File: config.mk
export PLATFORM = sky130hd
export DESIGN_NAME = fp_mac_issue_ctrl_flat
export DESIGN_NICKNAME = d
export VERILOG_FILES = /design/src/rtl/fp_mac_issue_ctrl_pkg.sv /design/src/rtl/fp_mac_issue_ctrl_if.sv /design/src/rtl/fp_mac_issue_ctrl_tag_stage.sv /design/src/rtl/fp_mac_issue_ctrl.sv /design/src/flat_wrapper.sv
export SDC_FILE = /design/constraint.sdc
export NUM_CORES = 1
export LEC_CHECK = 0
export ABC_CLOCK_PERIOD_IN_PS = 11650
export CAP_MARGIN = 20
export CORE_UTILIZATION = 40
export DETAILED_ROUTE_END_ITERATION = 6
export DONT_BUFFER_PORTS = 1
export PLACE_DENSITY = 0.65
export SYNTH_ARGS = -nofsm -noshare
export SYNTH_HDL_FRONTEND = slang
export SYNTH_HIERARCHICAL = 1
export SYNTH_SLANG_ARGS = --single-unit
File: constraint.sdc
create_clock -name clock -period 11.65 [get_ports clock]
set_clock_uncertainty 0.15 [all_clocks]
set_input_delay 2.33 -clock clock [delete_from_list [all_inputs] [get_ports clock]]
set_output_delay 2.33 -clock clock [all_outputs]
set_load 0.1 [all_outputs]
File: src/rtl/fp_mac_issue_ctrl_pkg.sv
// Shared types and constants for the FP MAC issue/hazard controller.
// Holds the FSM state encoding, the default pipeline depth and the tag record width.
package fp_mac_pkg;

    typedef enum logic [1:0] {
        ST_IDLE  = 2'd0,
        ST_RUN   = 2'd1,
        ST_DRAIN = 2'd2
    } state_t;

    localparam int CYCLE_DEF   = 8;
    localparam int NUM_ACC_DEF = 4;

    // Tag record per pipeline stage: {vld, last, zero, id}
    localparam int TAG_FLAGS_W = 3;

    function automatic int tag_rec_w(input int acc_w);
        return acc_w + TAG_FLAGS_W;
    endfunction

endpackage

File: src/rtl/fp_mac_issue_ctrl_if.sv
// Op handshake, issue and write-back signals of the FP MAC issue controller.
// master = op source / datapath side, slave = controller.
interface fp_mac_issue_ctrl_if #(
    parameter int ACC_W = 2
);
    logic             in_valid;
    logic [ACC_W-1:0] in_acc_id;
    logic             in_first;
    logic             in_last;
    logic             in_ready;
    logic             issue_valid;
    logic [ACC_W-1:0] issue_acc_id;
    logic             issue_zero;
    logic             acc_we;
    logic [ACC_W-1:0] acc_we_id;
    logic             out_valid;

    modport master (
        output in_valid, in_acc_id, in_first, in_last,
        input  in_ready, issue_valid, issue_acc_id, issue_zero,
               acc_we, acc_we_id, out_valid
    );

    modport slave (
        input  in_valid, in_acc_id, in_first, in_last,
        output in_ready, issue_valid, issue_acc_id, issue_zero,
               acc_we, acc_we_id, out_valid
    );
endinterface

File: src/rtl/fp_mac_issue_ctrl_tag_stage.sv
// One stage of the op tracking shift register (vld/last/zero/id), aligned with
// one adder pipeline stage. No enable: the datapath pipeline never stalls.
module fp_mac_tag_stage #(
    parameter int TW = 5
) (
    input  logic          clock,
    input  logic          reset,
    input  logic [TW-1:0] d,
    output logic [TW-1:0] q
);

    always_ff @(posedge clock or posedge reset) begin
        if (reset) begin
            q <= '0;
        end else begin
            q <= d;
        end
    end

endmodule

File: src/rtl/fp_mac_issue_ctrl.sv
// Issue/hazard controller for the FP MAC accumulate loop: one op per clock, RAW stall per accumulator.
// Optional statistics counters are enabled by defining FP_MAC_ISSUE_STATS_EN.
//
// state    | meaning
// ---------+-----------------------------------------------------------
// ST_IDLE  | not accepting; waits for start
// ST_RUN   | accepting ops, hazard-checked against every tracked stage
// ST_DRAIN | flush seen; no accepts, in-flight ops retire, done at empty
module fp_mac_issue_ctrl
    import fp_mac_pkg::*;
#(
    parameter int CYCLE   = CYCLE_DEF,
    parameter int NUM_ACC = NUM_ACC_DEF,
    parameter int ACC_W   = 2
) (
    input  logic                   clock,
    input  logic                   reset,
    fp_mac_issue_ctrl_if.slave     bus,
    input  logic                   start,
    input  logic                   flush,
    output logic                   busy,
    output logic                   done
`ifdef FP_MAC_ISSUE_STATS_EN
   ,output logic [31:0]            stat_issued
   ,output logic [31:0]            stat_stall
`endif
);

    localparam int TW  = tag_rec_w(ACC_W);
    localparam int V_B = TW - 1;
    localparam int L_B = TW - 2;
    localparam int Z_B = TW - 3;
    localparam int IW  = $clog2(CYCLE + 1);

    // Ids above NUM_ACC-1 alias onto the implemented contexts.
    localparam logic [ACC_W-1:0] ID_MASK = ACC_W'(NUM_ACC - 1);

    state_t state_q, state_d;

    logic [TW-1:0]    tag_d [CYCLE];
    logic [TW-1:0]    tag_q [CYCLE];
    logic [CYCLE-1:0] vld;
    logic [CYCLE-1:0] lst;
    logic [CYCLE-1:0] zro;
    logic [ACC_W-1:0] idv [CYCLE];

    logic [ACC_W-1:0] in_id;
    logic             hz;
    logic             accept;
    logic [IW-1:0]    inflight;

    assign in_id = bus.in_acc_id & ID_MASK;

    genvar k;
    generate
        for (k = 0; k < CYCLE; k++) begin : g_stage
            fp_mac_tag_stage #(.TW(TW)) u_stage (
                .clock (clock),
                .reset (reset),
                .d     (tag_d[k]),
                .q     (tag_q[k])
            );
            assign vld[k] = tag_q[k][V_B];
            assign lst[k] = tag_q[k][L_B];
            assign zro[k] = tag_q[k][Z_B];
            assign idv[k] = tag_q[k][ACC_W-1:0];
            if (k == 0) begin : g_head
                assign tag_d[k] = accept ? {1'b1, bus.in_last, bus.in_first, in_id} : '0;
            end else begin : g_body
                assign tag_d[k] = tag_q[k-1];
            end
        end
    endgenerate

    // The retiring stage is included: its write-back lands on the same edge a new read would sample.
    always_comb begin
        hz = 1'b0;
        for (int i = 0; i < CYCLE; i++) begin
            if (vld[i] && (idv[i] == in_id)) begin
                hz = 1'b1;
            end
        end
    end

    always_comb begin
        inflight = '0;
        for (int i = 0; i < CYCLE; i++) begin
            inflight = inflight + IW'(vld[i]);
        end
    end

    assign bus.in_ready = (state_q == ST_RUN) && !hz;
    assign accept       = bus.in_valid && bus.in_ready;

    always_ff @(posedge clock or posedge reset) begin
        if (reset) begin
            state_q <= ST_IDLE;
        end else begin
            state_q <= state_d;
        end
    end

    always_comb begin
        state_d = state_q;
        done    = 1'b0;
        case (state_q)
            ST_IDLE: begin
                if (start) begin
                    state_d = ST_RUN;
                end
            end
            ST_RUN: begin
                if (flush) begin
                    state_d = ST_DRAIN;
                end
            end
            ST_DRAIN: begin
                if (inflight == '0) begin
                    state_d = ST_IDLE;
                    done    = 1'b1;
                end
            end
            default: begin
                state_d = ST_IDLE;
            end
        endcase
    end

    assign busy = (state_q != ST_IDLE) || (inflight != '0);

    assign bus.issue_valid  = vld[0];
    assign bus.issue_acc_id = idv[0];
    assign bus.issue_zero   = zro[0];

    assign bus.acc_we    = vld[CYCLE-1];
    assign bus.acc_we_id = idv[CYCLE-1];
    assign bus.out_valid = vld[CYCLE-1] && lst[CYCLE-1];

`ifdef FP_MAC_ISSUE_STATS_EN
    logic stall_cyc;
    assign stall_cyc = bus.in_valid && (state_q == ST_RUN) && hz;

    always_ff @(posedge clock or posedge reset) begin
        if (reset) begin
            stat_issued <= '0;
            stat_stall  <= '0;
        end else if ((state_q == ST_IDLE) && start) begin
            stat_issued <= '0;
            stat_stall  <= '0;
        end else begin
            if (accept && (stat_issued != '1)) begin
                stat_issued <= stat_issued + 32'd1;
            end
            if (stall_cyc && (stat_stall != '1)) begin
                stat_stall <= stat_stall + 32'd1;
            end
        end
    end
`endif

endmodule

File: src/flat_wrapper.sv
// flat-port wrapper written by rule: the top's interface ports become plain ports
module fp_mac_issue_ctrl_flat import fp_mac_pkg::*;
#(
    parameter int CYCLE   = CYCLE_DEF,
    parameter int NUM_ACC = NUM_ACC_DEF,
    parameter int ACC_W   = 2
)
  (clock, reset, start, flush, busy, done, bus_in_valid, bus_in_acc_id, bus_in_first, bus_in_last, bus_in_ready, bus_issue_valid, bus_issue_acc_id, bus_issue_zero, bus_acc_we, bus_acc_we_id, bus_out_valid);
  fp_mac_issue_ctrl_if #(.ACC_W(ACC_W)) bus_i ();
  input  logic clock;
  input  logic reset;
  input  logic start;
  input  logic flush;
  output logic busy;
  output logic done;
  input wire logic [$bits(bus_i.in_valid)-1:0] bus_in_valid;
  input wire logic [$bits(bus_i.in_acc_id)-1:0] bus_in_acc_id;
  input wire logic [$bits(bus_i.in_first)-1:0] bus_in_first;
  input wire logic [$bits(bus_i.in_last)-1:0] bus_in_last;
  output wire logic [$bits(bus_i.in_ready)-1:0] bus_in_ready;
  output wire logic [$bits(bus_i.issue_valid)-1:0] bus_issue_valid;
  output wire logic [$bits(bus_i.issue_acc_id)-1:0] bus_issue_acc_id;
  output wire logic [$bits(bus_i.issue_zero)-1:0] bus_issue_zero;
  output wire logic [$bits(bus_i.acc_we)-1:0] bus_acc_we;
  output wire logic [$bits(bus_i.acc_we_id)-1:0] bus_acc_we_id;
  output wire logic [$bits(bus_i.out_valid)-1:0] bus_out_valid;
  assign bus_i.in_valid = bus_in_valid;
  assign bus_i.in_acc_id = bus_in_acc_id;
  assign bus_i.in_first = bus_in_first;
  assign bus_i.in_last = bus_in_last;
  assign bus_in_ready = bus_i.in_ready;
  assign bus_issue_valid = bus_i.issue_valid;
  assign bus_issue_acc_id = bus_i.issue_acc_id;
  assign bus_issue_zero = bus_i.issue_zero;
  assign bus_acc_we = bus_i.acc_we;
  assign bus_acc_we_id = bus_i.acc_we_id;
  assign bus_out_valid = bus_i.out_valid;
  fp_mac_issue_ctrl #(.CYCLE(CYCLE), .NUM_ACC(NUM_ACC), .ACC_W(ACC_W)) u_core (.clock(clock), .reset(reset), .bus(bus_i), .start(start), .flush(flush), .busy(busy), .done(done));
endmodule
==> metrics <==
status complete, no violations; Chip Height 63.3 um; Clock transition at path regs 0.07 ns; WP depth 12; Area growth syn-to-layout 10.7%; WL per Instance 13.8 um; Peak Freq 0.135 GHz; gpl congestion 0.732; Ys Warns 6; die area 4010 um^2; worst-margin pin slew 0.975 ns; RSZ-0062 raised after global routing no; core box area 3470 um^2; crit start category register; Ports 20; combinational power share 36.4%; Starting Density 43.3%; setup bufs post-CTS 0; global-route wire length before repair 4.26 mm; CP cell instances inv_1 > fa_1 > fa_1 > fa_1 > inv_1 > ha_1 > inv_1 > fa_1 > a211oi_2 > mux2i_1 > nor3b_2 > and3b_1; Synth Net Count 135; setup slack after layout 4.22 ns; Post-Syn Instances 119; crit path DAT 4.95 ns; Max-Cap Viols 0; crit share post-route 63.8%; Final HPWL DP 1.91 mm; Hold Fails Final Rpt 0; Switching Share 45.0%; Clk pwr share 20.5%; antenna cell count 0; DR vias 829; post-CTS sizing 0; Hold Crit Depth 0; GRT overflow 0; H-tree Lvls 2; nature of the critical path endpoint primary output; Lkg Pwr 0.793 nW; NumNets Final 141; CTS root buf clkbuf_8; largest net degree at the start of global routing 12; CTS tree done; Top delay family on crit path adder cells; PortBufs 0; Die X 63.3 um; Longest Clk Path Bufs 2; Mapped Area 1500 um^2; vias in the first global route 977; GRT Total Usage 14.7%; Post-CTS Hold Fix Bufs 0; most frequent CP cell fa_1; IR drop worst, VDD 0.120 mV; final worst path period need 7.43 ns; Final ANT Viol Nets 0; Cell Pwr Density 264 nW/um^2; clock latency on the worst-skew pair 0.29 ns; CP Class reg2out; layout cells sized above 1 15.9%; drt drc 0; sum of negative setup slack 0 ns; mean post-synth cell area 12.6 um^2; Critical Path Fanout Max 4; Vias/cell 4.82; worst hold margin 0.192 ns; First DRT Iteration DRCs 20; fin. max-slew vios 0; # fillers 337; worst reg2reg path depth 12; Slowest-stage cell, CP dfrtp_1; final wirelength 2.38 mm; Inserted Clock Buffers 5; pre-CTS setup slack 4.48 ns; clock sink count 35; critical path's largest stage delay 0.98 ns; worst path required time 9.17 ns; Psw 0.198 mW; FP Rows 21; Sequential Power Share 43.1%; Critical path buffers and inverters 3; final setup vio count 0; Pint 0.242 mW; relative slew slack 35.0%; Hold Path Class reg2reg; initial antenna violation count 0; Pre-antenna DRT Iters 4
## stage by stage
stage	total power [mW]	std cells	area [um^2]	utilization, %
2_1_floorplan	0.326	119	1500	-
3_3_place_gp	0.349	164	1570	45.2
5_1_grt	0.469	172	1660	47.9
4_1_cts	0.447	172	1660	47.9
3_5_place_dp	0.355	164	1570	45.2
6_report	0.440	172	1660	47.9
## flip-flops by register name (all words and copies together) (netlist names)
name and cells:
u_core/g_stage.u_stage/q 33, u_core/state_q 2
## cell usage in the layout, fill, tap and decap left out
| cell type | n |
|---|---|
| or3b_1 | 1 |
| nand3_1 | 4 |
| nand3_2 | 4 |
| nor3_1 | 1 |
| ha_1 | 3 |
| nand4_4 | 1 |
| mux2i_1 | 2 |
| inv_1 | 23 |
| dfrtp_1 | 35 |
| nand4_1 | 1 |
| clkbuf_16 | 1 |
| and3b_1 | 1 |
| nor4_1 | 4 |
| nand4_2 | 1 |
| fa_1 | 4 |
| nand2_1 | 6 |
| o21ai_0 | 1 |
| nor3_2 | 1 |
| and2b_2 | 1 |
| and2_2 | 1 |
| clkbuf_1 | 1 |
| and2_1 | 1 |
| nor3b_2 | 1 |
| nand2b_1 | 1 |
| clkinv_4 | 1 |
| a211oi_2 | 1 |
| o211ai_2 | 1 |
| nor2_1 | 3 |
| clkbuf_8 | 6 |
| xnor2_1 | 14 |
## power groups by stage
stage | Combinational (mW) | Sequential, mW | Clock [mW]
floorplan | 0.139 | 0.187 | 0
global placement | 0.158 | 0.191 | 0
detailed placement | 0.163 | 0.192 | 0
CTS | 0.163 | 0.190 | 0.0935
global route | 0.177 | 0.193 | 0.0997
finish | 0.160 | 0.189 | 0.0901
## final cells by class
cell class / count / area (um^2) / share of cell area, %
Clock buffer: 7 / 86.3 / 5.19
Clock inverter: 1 / 8.76 / 0.527
Inverter: 23 / 86.3 / 5.19
Multi-Input combinational cell: 59 / 523 / 31.5
Sequential cell: 35 / 876 / 52.7
Tap cell: 46 / 57.6 / 3.46
Timing Repair Buffer: 1 / 25.0 / 1.50
## path summary, 6_finish.rpt
check | from | endpoint | slack [ns]
worst max-delay path | u_core/g_stage[0].u_stage/q[4]$_DFF_PP0_ | done | 4.22
max in group asynchronous | reset | u_core/g_stage[0].u_stage/q[0]$_DFF_PP0_ | 9.46
min in group asynchronous | reset | u_core/state_q[0]$_DFFE_PP0P_ | 1.63
worst min register to register | u_core/g_stage[4].u_stage/q[3]$_DFF_PP0_ | u_core/g_stage[5].u_stage/q[3]$_DFF_PP0_ | 0.19
worst max register to register | u_core/g_stage[0].u_stage/q[4]$_DFF_PP0_ | u_core/state_q[1]$_DFFE_PP0P_ | 7.41
worst min-delay path | u_core/g_stage[4].u_stage/q[3]$_DFF_PP0_ | u_core/g_stage[5].u_stage/q[3]$_DFF_PP0_ | 0.19
## layer usage
metal	vias up	track usage [%]	routed length [um]
li1	384	-	-
met1	416	14.4	918
met2	24	26.6	1250
met3	5	6.70	164
met4	0	5.97	39
met5	-	0	0
Note: power is estimated with default switching activity, not from simulation.
